### src/rtl/out_stream_tx_pkg.sv
// Shared widths and FSM encoding for the program-output transmitter.
package out_stream_tx_pkg;

    localparam int unsigned OUT_W = 3;
    localparam int unsigned ST_W  = 2;

    localparam logic [1:0] TX_IDLE     = 2'd0;
    localparam logic [1:0] TX_REQ      = 2'd1;
    localparam logic [1:0] TX_WAIT_LOW = 2'd2;
    localparam logic [1:0] TX_DONE     = 2'd3;

endpackage

### src/rtl/out_stream_tx_sync_chain.sv
// Multi-flop synchroniser for a single asynchronous control bit.
module sync_chain #(
    parameter int unsigned STAGES = 2
) (
    input  logic clk,
    input  logic rst,
    input  logic d,
    output logic q
);

    logic [STAGES-1:0] sync_q;

    // Shift the asynchronous input through STAGES flops.
    always_ff @(posedge clk) begin
        if (rst) begin
            sync_q <= '0;
        end else begin
            sync_q <= {sync_q[STAGES-2:0], d};
        end
    end

    assign q = sync_q[STAGES-1];

endmodule

### src/rtl/out_stream_tx.sv
// Buffers execute-stage output values and sends them off-chip over a
// four-phase req/ack handshake; flags end of program after the last ack.
module out_stream_tx
    import out_stream_tx_pkg::*;
#(
    parameter int unsigned DEPTH       = 16,
    parameter int unsigned SYNC_STAGES = 2
) (
    input  logic                         clk,
    input  logic                         rst,
    input  logic [OUT_W-1:0]             out_data,
    input  logic                         out_valid,
    input  logic                         halt_ex,
    input  logic                         ext_ack,
    output logic [OUT_W-1:0]             tx_data,
    output logic                         tx_req,
    output logic                         tx_done,
    output logic                         overflow,
    output logic [$clog2(DEPTH+1)-1:0]   fifo_count
);

    localparam int unsigned PTR_W = $clog2(DEPTH);
    localparam int unsigned CNT_W = $clog2(DEPTH + 1);

    // Elaboration-time parameter sanity.
    if (DEPTH < 2 || (DEPTH & (DEPTH - 1)) != 0) begin : g_bad_depth
        $error("out_stream_tx: DEPTH must be a power of two >= 2");
    end
    if (SYNC_STAGES < 2) begin : g_bad_sync
        $error("out_stream_tx: SYNC_STAGES must be >= 2");
    end

    logic                ack_s;
    logic [OUT_W-1:0]    mem [DEPTH];
    logic [PTR_W-1:0]    wr_ptr;
    logic [PTR_W-1:0]    rd_ptr;
    logic [ST_W-1:0]     state;
    logic [ST_W-1:0]     state_nxt;
    logic [OUT_W-1:0]    tx_data_nxt;
    logic                tx_req_nxt;
    logic                tx_done_nxt;
    logic                fifo_empty_c;
    logic                fifo_full_c;
    logic                accept_c;
    logic                push_c;
    logic                pop_c;
    logic                drop_c;

    // Bring the reader's acknowledge into the clk domain.
    sync_chain #(
        .STAGES (SYNC_STAGES)
    ) u_ack_sync (
        .clk (clk),
        .rst (rst),
        .d   (ext_ack),
        .q   (ack_s)
    );

    assign fifo_empty_c = (fifo_count == '0);
    assign fifo_full_c  = (fifo_count == CNT_W'(DEPTH));

    // Handshake FSM: request from IDLE, pop on ack, wait for ack release.
    always_comb begin
        state_nxt   = state;
        tx_data_nxt = tx_data;
        tx_req_nxt  = tx_req;
        tx_done_nxt = tx_done;
        pop_c       = 1'b0;
        case (state)
            TX_IDLE: begin
                if (!fifo_empty_c) begin
                    tx_data_nxt = mem[rd_ptr];
                    tx_req_nxt  = 1'b1;
                    state_nxt   = TX_REQ;
                end else if (halt_ex && !out_valid) begin
                    // A value arriving alongside halt must still go out first.
                    tx_done_nxt = 1'b1;
                    state_nxt   = TX_DONE;
                end
            end
            TX_REQ: begin
                if (ack_s) begin
                    pop_c      = 1'b1;
                    tx_req_nxt = 1'b0;
                    state_nxt  = TX_WAIT_LOW;
                end
            end
            TX_WAIT_LOW: begin
                if (!ack_s) begin
                    state_nxt = TX_IDLE;
                end
            end
            TX_DONE: begin
                tx_req_nxt  = 1'b0;
                tx_done_nxt = 1'b1;
            end
            default: begin
                state_nxt  = TX_IDLE;
                tx_req_nxt = 1'b0;
            end
        endcase
    end

    // Push qualification; a pop in the same cycle frees a slot in a full FIFO.
    always_comb begin
        accept_c = out_valid && (state != TX_DONE);
        push_c   = accept_c && (!fifo_full_c || pop_c);
        drop_c   = accept_c && fifo_full_c && !pop_c;
    end

    // FSM state, handshake outputs and sticky flags.
    always_ff @(posedge clk) begin
        if (rst) begin
            state    <= TX_IDLE;
            tx_data  <= '0;
            tx_req   <= 1'b0;
            tx_done  <= 1'b0;
            overflow <= 1'b0;
        end else begin
            state    <= state_nxt;
            tx_data  <= tx_data_nxt;
            tx_req   <= tx_req_nxt;
            tx_done  <= tx_done_nxt;
            if (drop_c) begin
                overflow <= 1'b1;
            end
        end
    end

    // FIFO pointers and occupancy.
    always_ff @(posedge clk) begin
        if (rst) begin
            wr_ptr     <= '0;
            rd_ptr     <= '0;
            fifo_count <= '0;
        end else begin
            if (push_c) begin
                wr_ptr <= wr_ptr + PTR_W'(1);
            end
            if (pop_c) begin
                rd_ptr <= rd_ptr + PTR_W'(1);
            end
            case ({push_c, pop_c})
                2'b10:   fifo_count <= fifo_count + CNT_W'(1);
                2'b01:   fifo_count <= fifo_count - CNT_W'(1);
                default: fifo_count <= fifo_count;
            endcase
        end
    end

    // FIFO storage; contents need no reset since pointers define validity.
    always_ff @(posedge clk) begin
        if (push_c) begin
            mem[wr_ptr] <= out_data;
        end
    end

endmodule

### config.mk
export PLATFORM = sky130hd
export DESIGN_NAME = out_stream_tx
export DESIGN_NICKNAME = d
export VERILOG_FILES = /design/src/rtl/out_stream_tx_pkg.sv /design/src/rtl/out_stream_tx_sync_chain.sv /design/src/rtl/out_stream_tx.sv
export SDC_FILE = /design/constraint.sdc
export NUM_CORES = 1
export LEC_CHECK = 0
export BUFFER_PORTS_ARGS = -buffer_cell sky130_fd_sc_hd__buf_2
export CAP_MARGIN = 25
export CORE_MARGIN = 3
export CORE_UTILIZATION = 45
export CTS_BUF_LIST = sky130_fd_sc_hd__clkbuf_4
export CTS_CLUSTER_DIAMETER = 50
export CTS_CLUSTER_SIZE = 16
export DETAILED_ROUTE_END_ITERATION = 8
export MAX_ROUTING_LAYER = met4
export PLACE_DENSITY = 0.66
export SETUP_SLACK_MARGIN = 0.15
export SYNTH_ARGS = -nofsm -noshare
export SYNTH_HDL_FRONTEND = slang
export SYNTH_HIERARCHICAL = 1
export SYNTH_SLANG_ARGS = --single-unit
### constraint.sdc
create_clock -name clk -period 2.55 [get_ports clk]
set_clock_uncertainty 0.05 [all_clocks]
set_input_delay 0.3825 -clock clk [delete_from_list [all_inputs] [get_ports clk]]
set_output_delay 0.3825 -clock clk [all_outputs]
set_load 0.005 [all_outputs]
# ---- Word level (Yosys, flattened, before mapping)
# Memory sizes are Yosys's and may differ from the RTL's. A register that Yosys moved wholly into a read port is not among the register bits.
# Cells that the tools add are included.
dict set report word_totals {
  output_inout_bits 11
  latchBits 0
  reg_bits 20
  mem_bits_ro 0
  memories 1
  ramBits 48
}
dict set report classes {
  n_reduce_logical 19
  div_mod_pow 0
  n_mul 0
  n_mux 16
  n_shift 0
  add_sub_neg 4
  eq_ne 13
  magnitude_cmp 0
  bitwise_logic 1
}
# memory words width read_ports rd_clocked_by_memory_dff wr line
set memory_table {}
lappend memory_table {mem 16 3 1 1 1 out_stream_tx.sv:34} ;# logic [OUT_W-1:0] mem [DEPTH];
# operator count
set op_table {}
lappend op_table {{$ne 2x2->1 const B} 5}
lappend op_table {{$pmux 5 s2} 1}
lappend op_table {{$add 4x1->4 const B} 2}
lappend op_table {{$mux 1} 8}
lappend op_table {{$mux 2} 4}
lappend op_table {{$eq 2x2->1 const B} 3}
lappend op_table {{$pmux 2 s3} 1}
lappend op_table {{$reduce_and 3->1} 2}
lappend op_table {{$reduce_bool 3->1} 2}
lappend op_table {{$add 5x1->5 const B} 1}
lappend op_table {{$eq 5x5->1 const B} 1}
lappend op_table {{$logic_and 1x1->1} 5}
lappend op_table {{$logic_not 5->1} 1}
lappend op_table {{$sub 5x1->5 const B} 1}
lappend op_table {{$eq 2x1->1 const B} 2}
lappend op_table {{$reduce_and 4->1} 1}
lappend op_table {{$reduce_bool 2->1} 2}
lappend op_table {{$logic_not 1->1} 3}
lappend op_table {{$ne 3x3->1 const B} 1}
lappend op_table {{$pmux 1 s3} 1}
lappend op_table {{$logic_not 2->1} 1}
lappend op_table {{$ne 2x1->1 const B} 1}
lappend op_table {{$pmux 1 s2} 1}
lappend op_table {{$reduce_and 2->1} 1}
lappend op_table {{other kinds (2)} 2}

# ---- Longest topological paths before layout
# Gate-level depths: netlist of the first run.
dict set report depth {
  word_depth 6
  mapped_depth 12
  mapped_depth_nobuf 11
}

# ---- Cells and area by module
# The synthesis of the first run kept the hierarchy.
# mod n_inst area_each_um2 cells_per_inst
set modules_own_cells {}
lappend modules_own_cells {out_stream_tx 1 3035.4 223}
lappend modules_own_cells {sync_chain 1 52.6 4}

# ---- Worst setup path before layout of the first run
# OpenSTA, ideal clock, no wires.
dict set report synth_timing {
  path_type {reg2reg}
  from {register state[1]}
  to {register fifo_count[4]}
  period_less_slack_ns 2.266
  setup_slack_ns 0.284
  setup_time_ns 0.071
  stages_incl_launch_ff 13
  t_arrival_ns 2.145
  path_buffers 1
  required_time_ns 2.429
  path_cell_list {dfxtp_1 > inv_1 > ha_1 > and2_1 > buf_2 > nand2_1 > xnor2_1 > ha_1 > nor2_1 > nand3b_1 > a221oi_1 > o21ai_0 > a21oi_1}
}
dict set report synth_between {
  elab_chain_len 6
}
# item line
set synth_lines {}
lappend synth_lines {{start: declaration} out_stream_tx.sv:37} ;# logic [ST_W-1:0] state;
lappend synth_lines {{start signal: assignment} out_stream_tx.sv:120} ;# state <= state_nxt;
lappend synth_lines {{$eq 2x1->1} out_stream_tx.sv:69} ;# case (state)
lappend synth_lines {{$mux 1} out_stream_tx.sv:69}
lappend synth_lines {{$logic_or 1x1->1} out_stream_tx.sv:107} ;# push_c = accept_c && (!fifo_full_c || pop_c);
lappend synth_lines {{$logic_and 1x1->1} out_stream_tx.sv:107}
lappend synth_lines {{$eq 2x1->1 / $eq 2x2->1 (equally long branches)} out_stream_tx.sv:143} ;# case ({push_c, pop_c})
lappend synth_lines {{$pmux 5 s2 / $reduce_bool 2->1 (equally long branches)} -}
lappend synth_lines {{end signal: assignment} out_stream_tx.sv:144} ;# 2'b10: fifo_count <= fifo_count + CNT_W'(1);
lappend synth_lines {{end signal: assignment} out_stream_tx.sv:145} ;# 2'b01: fifo_count <= fifo_count - CNT_W'(1);
lappend synth_lines {{end signal: assignment} out_stream_tx.sv:146} ;# default: fifo_count <= fifo_count;
lappend synth_lines {{end: declaration} out_stream_tx.sv:19} ;# output logic [$clog2(DEPTH+1)-1:0] fifo_count
# Parallel ways exist; a longest one is shown, timed or not.
# A chain may end at the register's enable or synchronous reset.

# ---- Final worst setup path of the first run
dict set report layout_timing {
  from {register state[0]}
  to {register fifo_count[4]}
}
# The elaborated chain is that of the path after synthesis.

==> results.toml, run 1 <==
[pwr]
p_sw_frac = 0.269
seqPwrFrac = 0.520
ir_worst_vdd_mv = 0.406
power.density_mw_per_mm2 = 763
clkPwrFrac = 0.305
p_leak_nw = 1.23
power.switching_w = 0.000706
pwr-share-comb = 0.175
intPower_w = 0.00192

[timing]
tightest_slew_ps = 508
fmax_mhz = 427
rsz0062_at_grt = "true"
max-slew-margin-rel = 0.660
min_period_ps = 2340
finalSetupViolCount = 0
final_max_slew_viol_count = 0
whs_ps = 133
hold_viol = 0
final.period_utilization = 0.917

[drt]
routed_wl_mm = 5.33
drcViolationCount = 0
routedWlPerCell_um = 16.1
ant_nets = 0
drt-initial-drc-count = 134
vias = 1773
first_pass_iters = 4
via_per_inst = 5.36

[worst_setup_path]
rr_startpoint = "state[0]"
start_kind = "flip-flop"
arrival_ps = 2630
path_buf_inv = 0
cp_common_cell = "ha_1"
cp_max_fo = 7
rrSetupSlack_ps = 210
cp-end-kind = "flip-flop"
crit_required_ps = 2840
r2r-end = "fifo_count[4]"
reg2reg_depth = 10
critical_path_class = "reg -> reg"
cp_slowest_stage_delay_ps = 370
crit_family = "simple AND/OR/NAND/NOR gates"
slowest_stage = "dfxtp_1"
crit_chain = "ha_1 > nand2b_2 > nand2_2 > xnor2_1 > ha_1 > nor2_1 > nand3b_1 > a221oi_2 > o21ai_0 > a21oi_1"

[finish]
final_area_mm2 = 0.00344
diodes = 0
final_common_cell = "edfxtp_1"
area_delta_synth_final_pct = 11.4
finalNonFillerCells = 331
final_cell_mix = "edfxtp_1, nor2_1, dfxtp_1"
fin_util = 0.530
drive_gt1_frac = 0.252
nNetsFinal = 269

[grt]
top_usage_layer = "met2"
grtUsageTotal = 0.158
grt_use_met2 = 0.220
grt_max_degree = 24
grt_overflow_total = 0
grt_pass1_wl_mm = 8.76
use_met3 = 0.0521
antenna_found_initial = 0
grt_pass1_vias = 1718
use_met1 = 0.210

[cts]
clk_latency_ps = 400
cts.sinks = 71
clock_path_buffers = 2
hold_buffers = 0
cts.htree.levels = 3
numCtsBuffers = 9
clk_pin_slew_ps = 110
cts_root_buffer = "clkbuf_4"
cts_tree = "yes"

[hold_path]
hold_depth = 2
whs_endpoint = "u_ack_sync/sync_q[0]"
min_from = "ext_ack"
hold_class = "in -> reg"

[die]
die_area_mm2 = 0.00789
dieWidth_um = 88.8
coreArea_mm2 = 0.00649
die_y_um = 88.8
start_util = 0.475
io_pins = 19
rows = 29

[synth]
syn-cell-area_mm2 = 0.00309
syn_avg_cell_area_um2 = 13.6
synthTopCellsByArea = "edfxtp_1, dfxtp_1, mux4_2, ha_1, nor2_1"
ys_types = 33
ys_ff_latch = 71
synth_top_area_share = 0.467
synth_seq_area_share = 0.616
ys.warnings.count = 6
syn_inst = 227
synth_nets = 247
yosys.area.top_type = "edfxtp_1"

[run_status]
status = "finished, final reports clean"

[placed_design]
dpl_cell_area_mm2 = 0.00325
portBuffers = 18
gp_congestion = 0.800
hpwl_mm = 3.56
place_inst = 315

[job]
drv_cap = 0
[cell families after synthesis]
logic type / after synthesis / share of synthesized area
AND/OR/NAND/NOR: 75 / 0.111
flip-flops: 71 / 0.616
AO/OA/AOI/OAI: 22 / 0.0450
multiplexers: 20 / 0.126
buffers and inverters: 17 / 0.0251
adder cells (fa/ha/maj): 12 / 0.0486
XOR/XNOR: 10 / 0.0284
[cell usage after synthesis (all sizes together)]
library cell  number
nor2              36
a32oi              1
nand3b             1
xnor2              5
edfxtp            48
or2                3
mux4              15
o21ai              4
a21oi              6
mux2               1
a21o               1
mux2i              4
nor3               5
dfxtp             23
nor4               1
clkbuf             6
a31oi              3
nand2             15
ha                12
nor2b              4
buf                5
a22oi              1
a221oi             1
nand2b             7
xor2               5
and2               1
nand4              2
inv                6
a211oi             5
[final cells by class]
class	count	area (um^2)
multi-input cells	139	1140
clock buffers	9	67.6
well taps	77	96.3
repair buffers	22	120
clock inverters	7	95.1
inverters	6	22.5
fillers	558	3050
flip-flops and latches	71	1900
[repair_timing]
action                                 in CTS  in global routing
buffers inserted                            0                  0
setup endpoints to repair                   1                 22
endpoints found under the hold margin       0                  0
gates resized for setup                     2                  5
pin swaps                                   0                  1
[how the worst max path moves through the flow]
stage | from | end | cells after the start
after floorplan | state[1] | fifo_count[4] | 12
after global placement | state[0] | mem[0][1] | 5
after detailed placement | state[0] | fifo_count[4] | 10
after CTS | state[1] | mem[0][1] | 6
after global routing | state[1] | fifo_count[4] | 11
final | state[0] | fifo_count[4] | 10
[power groups by stage]
stage | clock network, W | logic (W) | registers, W
after floorplan | 0 | 0.000331 | 0.00138
after global placement | 0 | 0.000451 | 0.00139
after detailed placement | 0 | 0.000457 | 0.00139
after CTS | 0.000827 | 0.000462 | 0.00137
after global routing | 0.000881 | 0.000528 | 0.00138
final | 0.000802 | 0.000458 | 0.00137
[metrics by stage]
step	power [W]	setup slack, ps	setup TNS [ps]
6_report	0.00263	211	0
5_1_grt	0.00279	-16.2	-16.2
3_5_place_dp	0.00185	118	0
4_1_cts	0.00266	179	0
2_1_floorplan	0.00171	284	0
3_3_place_gp	0.00184	207	0
[metal layers]
layer | wire, um | part of all wire
met5 | 0 | 0
met2 | 2450 | 0.46
met1 | 2510 | 0.47
met3 | 266 | 0.050
met4 | 98 | 0.018
[flip-flops by register name, summed over array words and instances, names as in the netlist]
register,count
state,2
rd_ptr,4
tx_req,1
mem,48
tx_data,3
u_ack_sync/sync_q,2
tx_done,1
overflow,1
wr_ptr,4
fifo_count,5
Power figures use the tool's default switching activity.
==> run 2: changes to the inputs <==
Settings changed: SYNTH_HIERARCHICAL 1 to default.
==> results.toml, run 2 <==
[run_status]
status = "finished, final reports clean"

[synth]
synthTopCellsByCount = "edfxtp_1, nor2_1, dfxtp_1"
syn_inst = 242
synth_ff_type = "edfxtp_1"
synth-edff-count = 48
ys_ff_latch = 71
synthTopCellsByArea = "edfxtp_1, dfxtp_1, mux4_2, ha_1, nor2_1"
async_reset_ff_frac = 0
synth_nets = 261
yosysMostFrequentCell = "edfxtp_1"
synth_seq_area_share = 0.584
syn_avg_cell_area_um2 = 13.5
ys_types = 56
ys.warnings.count = 0
syn-cell-area_mm2 = 0.00326
synth_top_area_share = 0.443
yosys.area.top_type = "edfxtp_1"

[drt]
drcViolationCount = 0
routed_wl_mm = 6.32
via_per_inst = 5.53
vias = 2057
ant_nets = 0
first_pass_iters = 4
routedWlPerCell_um = 17.0
drt-initial-drc-count = 224

[finish]
final_common_cell = "edfxtp_1"
area_delta_synth_final_pct = 10.8
largest_reg_flops = 48
drive_gt1_frac = 0.254
diodes = 0
regMostFlops = "mem"
final_cell_mix = "edfxtp_1, nor2_1, dfxtp_1"
nNetsFinal = 290
reg_top3 = "mem x48, fifo_count x5"

[cts]
cts_tree = "yes"
clk_latency_ps = 410
cts.htree.levels = 3
clock_path_buffers = 2
cts.sinks = 71
hold_buffers = 0
clk_pin_slew_ps = 130
numCtsBuffers = 9
cts_root_buffer = "clkbuf_4"

[placed_design]
portBuffers = 18
pre_cts_slack_ps = 173
gp_congestion = 0.896
hpwl_mm = 4.24

[grt]
grtUsageTotal = 0.162
grt_pass1_vias = 1949
grt_overflow_total = 0
grt_max_degree = 26
antenna_found_initial = 0
grt_pass1_wl_mm = 10.1

[die]
die_y_um = 91.1
rows = 30
start_util = 0.472
io_pins = 19
dieWidth_um = 91.1
die_area_mm2 = 0.00829
coreArea_mm2 = 0.00691

[timing]
fmax_mhz = 437
min_period_ps = 2290
setup_tns_ps = 0
max-slew-margin-rel = 0.562
final_max_slew_viol_count = 0
tightest_slew_ps = 656
final.period_utilization = 0.897
finalSetupViolCount = 0
hold_viol = 0
finalWorstSetupSlack_ps = 263
rsz0062_at_grt = "false"

[worst_setup_path]
cp_max_fo = 4
startpoint = "state[0]"
cp-end-kind = "flip-flop"
reg2reg_depth = 9
arrival_ps = 2540
start_kind = "flip-flop"
crit_end = "fifo_count[4]"
rrSetupSlack_ps = 260
critical_path_class = "reg -> reg"
r2r-end = "fifo_count[4]"
crit_required_ps = 2810
rr_startpoint = "state[0]"

[pwr]
total_power_w = 0.00255
power.density_mw_per_mm2 = 708
ir_worst_vdd_mv = 0.442
p_leak_nw = 1.23

[job]
drv_cap = 0

[hold_path]
hold_class = "in -> reg"
==> run 2: changes by cell type in the layout (fill, tap and decap cells not counted), sizes merged, moves of 5 or more <==
cell / previous run / this run
a21oi: 6 / 11
nor2: 36 / 26
nand3: 0 / 6
buf: 22 / 28
==> run 2: worst min path at each step <==
| stage | cells past startpoint | endpoint | from |
|---|---|---|---|
| 6_report | 2 | u_ack_sync.sync_q[0] | ext_ack |
| 5_1_grt | 2 | u_ack_sync.sync_q[0] | ext_ack |
| 4_1_cts | 2 | u_ack_sync.sync_q[0] | ext_ack |
| 2_1_floorplan | 1 | u_ack_sync.sync_q[1] | u_ack_sync.sync_q[0] |
| 3_3_place_gp | 2 | overflow | overflow |
| 3_5_place_dp | 1 | u_ack_sync.sync_q[1] | u_ack_sync.sync_q[0] |
==> run 2: logic make-up after synthesis <==
group | share of synthesized area
and+or+nand+nor | 0.132
DFF | 0.584
AOI/OAI and AO/OA | 0.0949
buffers and inverters | 0.0319
muxes | 0.0991
adders and majority gates | 0.0423
xor gates and xnor gates | 0.0161
==> run 2: area by class of cell <==
| type | count | area, um^2 |
|---|---|---|
| tap | 96 | 120 |
| sequential | 71 | 1900 |
| fill | 621 | 3300 |
| clock buffer | 10 | 75.1 |
| clock inverter | 6 | 45.0 |
| inverter | 7 | 26.3 |
| timing repair buffer | 28 | 165 |
| multi-input combinational | 154 | 1270 |
==> run 2: power by group <==
part / leakage (nW) / switching [W] / internal, W / total (W)
registers: 0.622 / 0.0000644 / 0.00130 / 0.00137
clock network: 0.0590 / 0.000418 / 0.000214 / 0.000632
logic: 0.550 / 0.000307 / 0.000248 / 0.000555
==> run 2: what timing repair did <==
action                                  4_1_cts  5_1_grt
endpoints found under the setup margin        2        2
pin swaps                                     0        0
setup buffers                                 0        3
gates cloned                                  0        0
resized for setup                             2        3
==> run 2: metrics by stage <==
step	util	cell area [um^2]	hold WS, ps	cells
final	0.522	3610	148	372
after global routing	0.522	3610	155	372
after CTS	0.517	3570	128	369
after detailed placement	0.498	3440	391	353
after global placement	0.498	3440	402	353
after floorplan	-	3260	364	242
==> run 2: layer usage <==
metal,part of all wire,vias up,GRT usage
met1,0.48,1012,0.222
met4,0.0092,0,0.0528
met3,0.049,5,0.0464
met5,0,-,-
li1,-,983,-
met2,0.46,57,0.234
==> run 2: critical path, stage by stage, from the launching register on <==
cell	delay, ps
dfxtp_1	450
ha_1	250
nand2b_1	150
nand2_1	90
xnor2_1	150
ha_2	230
nand2_1	90
a211o_1	290
a32o_1	240
o32ai_1	190
